File: src/rtl/td4_cpu_if.sv
// Board-side bus of the TD4 CPU: program-store address/opcode plus switches and LEDs.
interface td4_cpu_if;
  logic       addr;
  logic [3:0] data;
  logic [3:0] switch;
  logic [3:0] led;

  modport master (output addr, output led, input data, input switch);
  modport slave  (input addr, input led, output data, output switch);
endinterface

File: src/rtl/td4_cpu.sv
// TD4-style 4-bit accumulator CPU: one opcode per clock through a single adder.
module td4_cpu (
  input  logic       clk,
  input  logic       n_rst,
  td4_cpu_if.master  bus
);
  localparam logic [3:0] IM = 4'b0000;

  logic [3:0] a, b, out_q, pc;
  logic       c;
  logic [3:0] src;
  logic [4:0] sum;
  logic       write_a, write_b, write_o, jump;

  always_comb begin
    src     = '0;
    write_a = 1'b0;
    write_b = 1'b0;
    write_o = 1'b0;
    jump    = 1'b0;
    case (bus.data)
      4'b0000: begin src = a;          write_a = 1'b1; end
      4'b0001: begin src = b;          write_a = 1'b1; end
      4'b0010: begin src = bus.switch; write_a = 1'b1; end
      4'b0011: begin src = IM;         write_a = 1'b1; end
      4'b0100: begin src = a;          write_b = 1'b1; end
      4'b0101: begin src = b;          write_b = 1'b1; end
      4'b0110: begin src = bus.switch; write_b = 1'b1; end
      4'b0111: begin src = IM;         write_b = 1'b1; end
      4'b1001: begin src = b;          write_o = 1'b1; end
      4'b1011: begin src = IM;         write_o = 1'b1; end
      // JNC tests the carry left by the previous instruction
      4'b1110: begin src = IM;         jump = ~c;      end
      4'b1111: begin src = IM;         jump = 1'b1;    end
      default: ;
    endcase
    sum = {1'b0, src} + {1'b0, IM};
  end

  always_ff @(posedge clk or negedge n_rst) begin
    if (!n_rst) begin
      a     <= '0;
      b     <= '0;
      out_q <= '0;
      pc    <= '0;
      c     <= 1'b0;
    end else begin
      if (write_a) a     <= sum[3:0];
      if (write_b) b     <= sum[3:0];
      if (write_o) out_q <= sum[3:0];
      pc <= jump ? sum[3:0] : pc + 4'd1;
      c  <= sum[4];
    end
  end

  assign bus.led  = out_q;
  assign bus.addr = pc[0];
endmodule

File: src/flat_wrapper.sv
// flat-port wrapper written by rule: the top's interface ports become plain ports
module td4_cpu_flat 
  (clk, n_rst, bus_addr, bus_led, bus_data, bus_switch);
  td4_cpu_if bus_i ();
  input  logic clk;
  input  logic n_rst;
  output wire logic [$bits(bus_i.addr)-1:0] bus_addr;
  output wire logic [$bits(bus_i.led)-1:0] bus_led;
  input wire logic [$bits(bus_i.data)-1:0] bus_data;
  input wire logic [$bits(bus_i.switch)-1:0] bus_switch;
  assign bus_addr = bus_i.addr;
  assign bus_led = bus_i.led;
  assign bus_i.data = bus_data;
  assign bus_i.switch = bus_switch;
  td4_cpu u_core (.clk(clk), .n_rst(n_rst), .bus(bus_i));
endmodule
File: config.mk
export PLATFORM = sky130hd
export DESIGN_NAME = td4_cpu_flat
export DESIGN_NICKNAME = d
export VERILOG_FILES = /design/src/rtl/td4_cpu_if.sv /design/src/rtl/td4_cpu.sv /design/src/flat_wrapper.sv
export SDC_FILE = /design/constraint.sdc
export NUM_CORES = 1
export LEC_CHECK = 0
export CAP_MARGIN = 20
export CORE_MARGIN = 10
export CORE_UTILIZATION = 46
export DETAILED_ROUTE_END_ITERATION = 10
export MAX_ROUTING_LAYER = met4
export PLACE_DENSITY = 0.73
export RECOVER_POWER = 25
export SLEW_MARGIN = 30
export SYNTH_ARGS = -nofsm -noshare
export SYNTH_HDL_FRONTEND = slang
export SYNTH_SLANG_ARGS = --single-unit
File: constraint.sdc
create_clock -name clk -period 1.18 [get_ports clk]
set_input_delay 0.236 -clock clk [delete_from_list [all_inputs] [get_ports clk]]
set_output_delay 0.236 -clock clk [all_outputs]
set_load 0.01 [all_outputs]
; ---- Word level (Yosys, flattened, before mapping)
; Cells that the tools add are included.
[word_totals]
regBits = 16
inputBits = 10
out_inout_bits = 5
wordCells = 30
[classes]
addsub = 1
eq_ne = 11
mux = 6
n_reduce_logical = 8
[op_table]
columns = operator, count
row1 = $eq 4x3->1 const B, 4
row2 = $eq 4x4->1 const B, 4
row3 = $pmux 4 s3, 1
row4 = $eq 4x2->1 const B, 2
row5 = $reduce_or 2->1, 4
row6 = $reduce_or 4->1, 2
row7 = $add 4x1->4 const B, 1
row8 = $eq 4x1->1 const B, 1
row9 = $logic_not 4->1, 1
row10 = $mux 1, 4
row11 = $mux 4, 1
row12 = $reduce_or 3->1, 1

; ---- Depth between registers and ports, before layout
; Gate-level depths: netlist of the first run.
[logic_depth]
word_depth = 4
depth_mapped = 4

; ---- Worst setup path after synthesis of the first run
; No wires, ideal clock.
[synth_timing]
kind = in2reg
startpoint = input bus_data[0]
endpoint = register u_core.b[3]
setup_time_ns = 0.078
arrival_time_ns = 0.890
required_time_ns = 1.102
path_slack_ns = 0.212
cell_stages = 3
path_buffers = 1
cell_sequence = buf_2 > or3b_4 > o2bb2ai_1
[synth_between]
elab_chain_len = 3
[synth_rtl]
columns = element, line_no
row1 = start: declaration, flat_wrapper.sv:9  ; input wire logic [$bits(bus_i.data)-1:0] bus_data;
row2 = "$eq 4x1->1, or another cell as far along", td4_cpu.sv:21  ; case (bus.data)
row3 = "$reduce_or 3->1 (no line), or another cell as far along", -
row4 = $pmux 4 s3 or $mux 1 (tied branches), td4_cpu.sv:21
row5 = end signal: assignment, td4_cpu.sv:49  ; if (write_b) b <= sum[3:0];
row6 = end: declaration, td4_cpu.sv:9  ; logic [3:0] a, b, out_q, pc;
; Several ways; a longest one is shown, not always the timed one.
; A chain may end at the register's enable or synchronous reset.

; ---- Final worst setup path of the first run
[layout_timing]
startpoint = register u_core.pc[0]
endpoint = output bus_addr
[layout_lines]
columns = element, line_no
row1 = start: declaration, td4_cpu.sv:9
row2 = start signal: assignment, td4_cpu.sv:51  ; pc <= jump ? sum[3:0] : pc + 4'd1;
row3 = end: declaration, flat_wrapper.sv:7  ; output wire logic [$bits(bus_i.addr)-1:0] bus_addr;
; No word-level cell between the ends.

==> impl_results.md, run 1 <==
* Setup Fix Bufs, Post-CTS at 0
* Setup WS pre-CTS at -0.357 ns
* Die ar. at 3290 um^2
* Syn_area_per_cell at 10.2 um^2
* PwrDens at ~1300 nW/um^2
* Number of cells in the finished layout apart from fillers at 100
* Diodes inserted at 0
* Number of max-cap violations at 0
* Synth Cell Area at 641 um^2
* Core box area at 1300 um^2
* Count of final hold-check violations at 0
* DIE HEIGHT at 57.3 um
* Synth Flop Type: dfrtp_1
* Most frequent cells in the layout: dfrtp_1 (13), o21ai_1 (7), nand2_1 (6), buf_4 (6)
* Ys Warns at 0
* Peak supply drop at 838 uV
* Drt drc at 0
* CP required at about 0.94 ns
* Worst path slowest cell: dfrtp_1
* Placed Cells at 96
* DP HPWL at 1160 um
* Row count at 13
* Grt met2 use at 14.6%
* Worst skew pair latency at 0.28 ns
* Synth async-reset ratio at 100%
* CP bufs+invs at 1
* Clk pwr share at between 20% and 30%
* Clock root cell: clkbuf_4
* Routed vias at 565
* Setup TNS at 0 ns
* Cts-stage hold buffer count at 0
* Post-synth EDFFs at 0
* Net Sw Frac at between 20 and 30%
* First-pass DRT Iterations at 4
* Worst hold path class: in2reg
* Critical path startpoint category: flip-flop
* Placer congestion estimate at 0.846
* Flops & latches, synth at 13
* Critical path type: reg2out
* Biggest area consumer among synthesized cells: dfrtp_1
* Mapped Cells at 63
* Layout fillers at about 110
* Chip Width at 57.3 um
* Synth top area share at 50.8%
* Gr ovfl total at 0
* Layout cells sized above 1 at 20.0%
* Drt via density at 5.65
* Combinational Power Share at 23.6%
* FF-to-FF Start: u_core.b[3]
* Num ports at 15
* Hold Startpoint: bus_data[0]
* Largest net degree at the start of global routing at 14
* Distinct cells, synth at 19
* Endpoints failing setup at 0
* Post-synthesis sequential area ratio at between 50% and 60%
* FF-to-FF End: u_core.a[3]
* CTS tree: yes
* Post-synthesis net count at 73
* Post-route antenna net violation count at 0
* Met3 Use GR at between 3 and 4%
* Slew Limit Fails at 0
* Final WL at approximately 1500 um
* Vias in the first global route at 564
* Crit-path cells: clkdlybuf4s15_1
* Routed len/inst at 15.4 um
* Seq pwr share at between 50% and 60%
* Post-route setup slack at between 0.04 and 0.05 ns
* Starting DRT DRC Count at 13
* Fin crit share at 96.3%
* Worst path top cell family by delay: flip-flops
* Clk slew on worst S/H paths at around 0.08 ns
* Crit path time final at 1.14 ns
* WHS at 0.431 ns
* Total CTS buffers at 3
* GRT Util Overall at 9.90%
* Hold path cells at 3
* I/O Buffers at 14
* Initial antenna violation count at 0
* NumNets Final at 96
* Setup Skew at between 0.0015 and 0.002 ns
* Leakage at 0.371 nW
* Starting Density at between 40% and 50%
* Area grow syn2layout at 36.3%
* Top Usage Layer GRT: met2
* R2R Setup Slk at 0.07 ns
* Status: finished clean
* Worst Path Max Fanout at 2
* Fmax at 880 MHz
* End point of the worst hold path: u_core.a[0]
* Slew Limit Headroom at 52.5%
* Critical path endpoint category: output port
* Slew @ Worst Pin at approximately 0.71 ns
* Commonest non-fill, non-tap cell in the layout: dfrtp_1
* Switching Power at 322 uW
* Core Util, Final at 67.1%
* Crit path DAT at roughly 0.9 ns
* Area contributors post-synth: dfrtp_1 (51%), o21ai_1 (5.5%), o2bb2ai_1 (5.5%)
* CP max stage delay at around 0.39 ns
* CTS Buffer Depth at 2
* Global-route wire length before repair at 2570 um
* Grt met1 use at 11.8%
* Worst setup path start: u_core.pc[0]
* R2R cell count at 3
* H-tree depth at 1
* Internal power at 784 uW
* CTS sink cnt at 13
## Yosys cell counts (2+ instances only)
master,n
dfrtp_1,13
o21ai_1,7
nand2_1,6
a31oi_1,5
nand2b_1,4
o2bb2ai_1,4
a21oi_1,3
buf_2,3
nor2_1,3
nor2b_1,3
a22oi_1,2
nand3b_1,2
o211ai_1,2
## power groups by stage
stage	combinational [mW]	sequential [mW]	clock, mW
after floorplan	0.137	0.571	0
after global placement	0.266	0.574	0
after detailed placement	0.274	0.570	0
after CTS	0.262	0.564	0.284
after global routing	0.293	0.577	0.307
final	0.261	0.565	0.280
## cell type report
| class | count | area (um^2) | area share [%] |
|---|---|---|---|
| multi-input combinational | 47 | 324 | 37.1 |
| sequential | 13 | 325 | 37.2 |
| clock inverter | 1 | 5.00 | 0.573 |
| timing repair buffer | 21 | 178 | 20.3 |
| clock buffer | 3 | 22.5 | 2.58 |
| tap | 15 | 18.8 | 2.15 |
## logic make-up after synthesis
group                  count (synthesis)  synth area share, %
buffers and inverters                  3                 2.34
muxes                                  1                 1.56
AOI/OAI and AO/OA                     23                 22.8
and+or+nand+nor                       23                 22.5
DFF                                   13                 50.8
## stage by stage
| stage | instance area, um^2 | power, mW |
|---|---|---|
| floorplan | 641 | 0.708 |
| global placement | 837 | 0.840 |
| detailed placement | 837 | 0.844 |
| CTS | 863 | 1.11 |
| global route | 873 | 1.18 |
| finish | 873 | 1.11 |
## worst max path at each step
stage                  endpoint  cells after the start
finish                 bus_addr                      1
floorplan           u_core.b[3]                      3
global placement    u_core.a[0]                      4
global route        u_core.a[3]                      3
detailed placement  u_core.b[0]                      3
CTS                 u_core.a[3]                      5
## worst reg2reg max path: cells and delay by family (launching register included)
family	cells	cell delay, ns
flip-flops	1	0.41
AND/OR/NAND/NOR	1	0.36
AO/OA/AOI/OAI	2	0.26
## layer usage
metal | share of wire, % | vias to the layer above
met2 | 44 | 24
li1 | - | 280
met3 | 7.0 | 4
met4 | 2.0 | 0
met5 | 0 | -
met1 | 47 | 257
## state kept, by name, summed over array words and instances (netlist names)
| register | flops |
|---|---|
| u_core.bus.led | 4 |
| u_core.pc | 1 |
| u_core.b | 4 |
| u_core.a | 4 |
## timing repair
item,in CTS,in global routing
endpoints found under the setup margin,13,8
resized for setup,14,6
pin swaps,0,1
gates cloned,0,0
Power figures use the tool's default switching activity.
==> inputs of run 2 (changes only) <==
- SKIP_LAST_GASP: not set -> 1
- clock period: 1.18 -> 1.2 ns (I/O delays scaled with it)
==> run 2 against run 1 <==
Effect of this change:
- design area fell by 0.14%
- critical path depth is the same
- first-iteration DRC count is 7.7% lower
- non-clock buffer count unchanged
- final cell count unchanged
- largest cell class unchanged
- highest routed layer unchanged
==> impl_results.md, run 2 (synthesis gave the netlist of run 1 again) <==
* Reg area at 325 um^2
* Starting DRT DRC Count at 12
* Peak supply drop at ~830 uV
* Total power at ~1.1 mW
* Global-route wire length before repair at ~2600 um
* Crit path DAT at 0.90 ns
* Post-DP Area at 837 um^2
* Post-route setup slack at approximately 0.060 ns
* Drt via density at 5.69
* Post-route antenna net violation count at 0
* Fin crit share at 95.0%
* CP bufs+invs at 1
* CTS Buffer Depth at 2
* Crit path time final at about 1.1 ns
* Clk slew on worst S/H paths at 0.08 ns
* Critical path type: reg2out
* CP required at 0.96 ns
* Most frequent cells in the layout: dfrtp_1 (13), o21ai_1 (7), nand2_1 (6), buf_4 (6), clkdlybuf4s15_1 (5)
* Final WL at roughly 1500 um
* Worst path top cell family by delay: flip-flops
* Area of the multi-input gates at 313 um^2
* Routed vias at between 500 and 600
* H-tree depth at 1
* Count of final hold-check violations at 0
* Commonest non-fill, non-tap cell in the layout: dfrtp_1
* Worst Path Max Fanout at 2
* Routed len/inst at ~15 um
* WHS at approximately 0.42 ns
* Worst path slowest cell: dfrtp_1
* Setup Skew at 0.000462 ns
* Setup WS pre-CTS at -0.341 ns
* Worst hold path class: in2reg
* DIE HEIGHT at roughly 57 um
* Layout fillers at 114
* CP max stage delay at 0.39 ns
* Row count at 13
* Slew Limit Fails at 0
* Final Cell Area at 872 um^2
* NumNets Final at between 90 and 100
* Cts-stage hold buffer count at 0
* Clock root cell: clkbuf_4
* Unrepaired setup endpoints after global routing: false
* Worst setup path start: u_core.pc[0]
* Leakage at 0.364 nW
* Core Util, Final at 67.0%
* Die ar. at 3290 um^2
* Endpoints failing setup at 0
* Fmax at ~880 MHz
* CTS tree: yes
* Chip Width at around 57 um
* Total CTS buffers at 3
* Layout cells sized above 1 at 16.5%
* FF-to-FF Start: u_core.b[3]
* Largest net degree at the start of global routing at 14
* Gr ovfl total at 0
* Slew Limit Headroom at ~52%
* Core box area at between 1000 and 1500 um^2
* Critical path startpoint category: flip-flop
* CTS sink cnt at 13
* Hold Startpoint: bus_data[0]
* Diodes inserted at 0
* R2R cell count at 3
* Vias in the first global route at 564
* I/O Buffers at 14
* FF-to-FF End: u_core.a[3]
* Starting Density at around half
* Critical path endpoint category: output port
* R2R Setup Slk at 0.07 ns
* Worst skew pair latency at about 0.28 ns
* Slew @ Worst Pin at 0.717 ns
* Crit-path cells: clkdlybuf4s15_1
* Setup crit end: bus_addr
* Drt drc at 0
* Status: finished clean
* DP HPWL at about 1200 um
* Initial antenna violation count at 0
* Area grow syn2layout at 36.1%
* GRT Util Overall at 9.90%
* First-pass DRT Iterations at 4
* Number of max-cap violations at 0
* Num ports at 15
* PwrDens at around 1200 nW/um^2
* Placer congestion estimate at 0.846
* Critical Path Stages at 1
==> run 2: worst min path at each step <==
stage	depth (start not counted)	end
after floorplan	0	u_core.a[0]
after global placement	1	u_core.pc[0]
after detailed placement	1	u_core.pc[0]
after CTS	2	u_core.bus.led[0]
after global routing	3	u_core.a[0]
final	3	u_core.a[0]
==> run 2: layer usage <==
metal | global-route usage (%) | up-vias | part of all wire [%]
li1 | - | 281 | -
met1 | 11.8 | 262 | 46
met2 | 14.6 | 24 | 46
met3 | 3.54 | 2 | 6.5
met4 | 4.36 | 0 | 1.1
met5 | - | - | 0
==> run 2: timing repair <==
action                     CTS  global route
buffers inserted             0             0
setup endpoints to repair   13             9
gates resized for setup      8             8
pin swaps                    0             1
==> run 2: power by group <==
group          switching [mW]  total (mW)  internal [mW]
clock                   0.152       0.275          0.124
combinational           0.119       0.255          0.136
sequential             0.0436       0.554          0.510
total                   0.314        1.08          0.770
==> run 2: cell type report <==
cell class | count | share of cell area [%]
clock inverter | 1 | 0.574
sequential | 13 | 37.3
timing repair buffer | 21 | 21.5
tap | 15 | 2.15
clock buffer | 3 | 2.58
multi-input combinational | 47 | 35.9
==> run 2: worst register-to-register path, cell delays in order (launching register included) <==
cell and delay, ns:
dfrtp_1 0.39, nor4bb_2 0.40, a31oi_2 0.09, o211ai_1 0.18
==> run 2: through the flow <==
stage          TNS (ns)  instances
6_report              0        100
5_1_grt               0        100
4_1_cts               0        100
3_5_place_dp      -3.41         96
3_3_place_gp      -3.10         96
2_1_floorplan         0         63
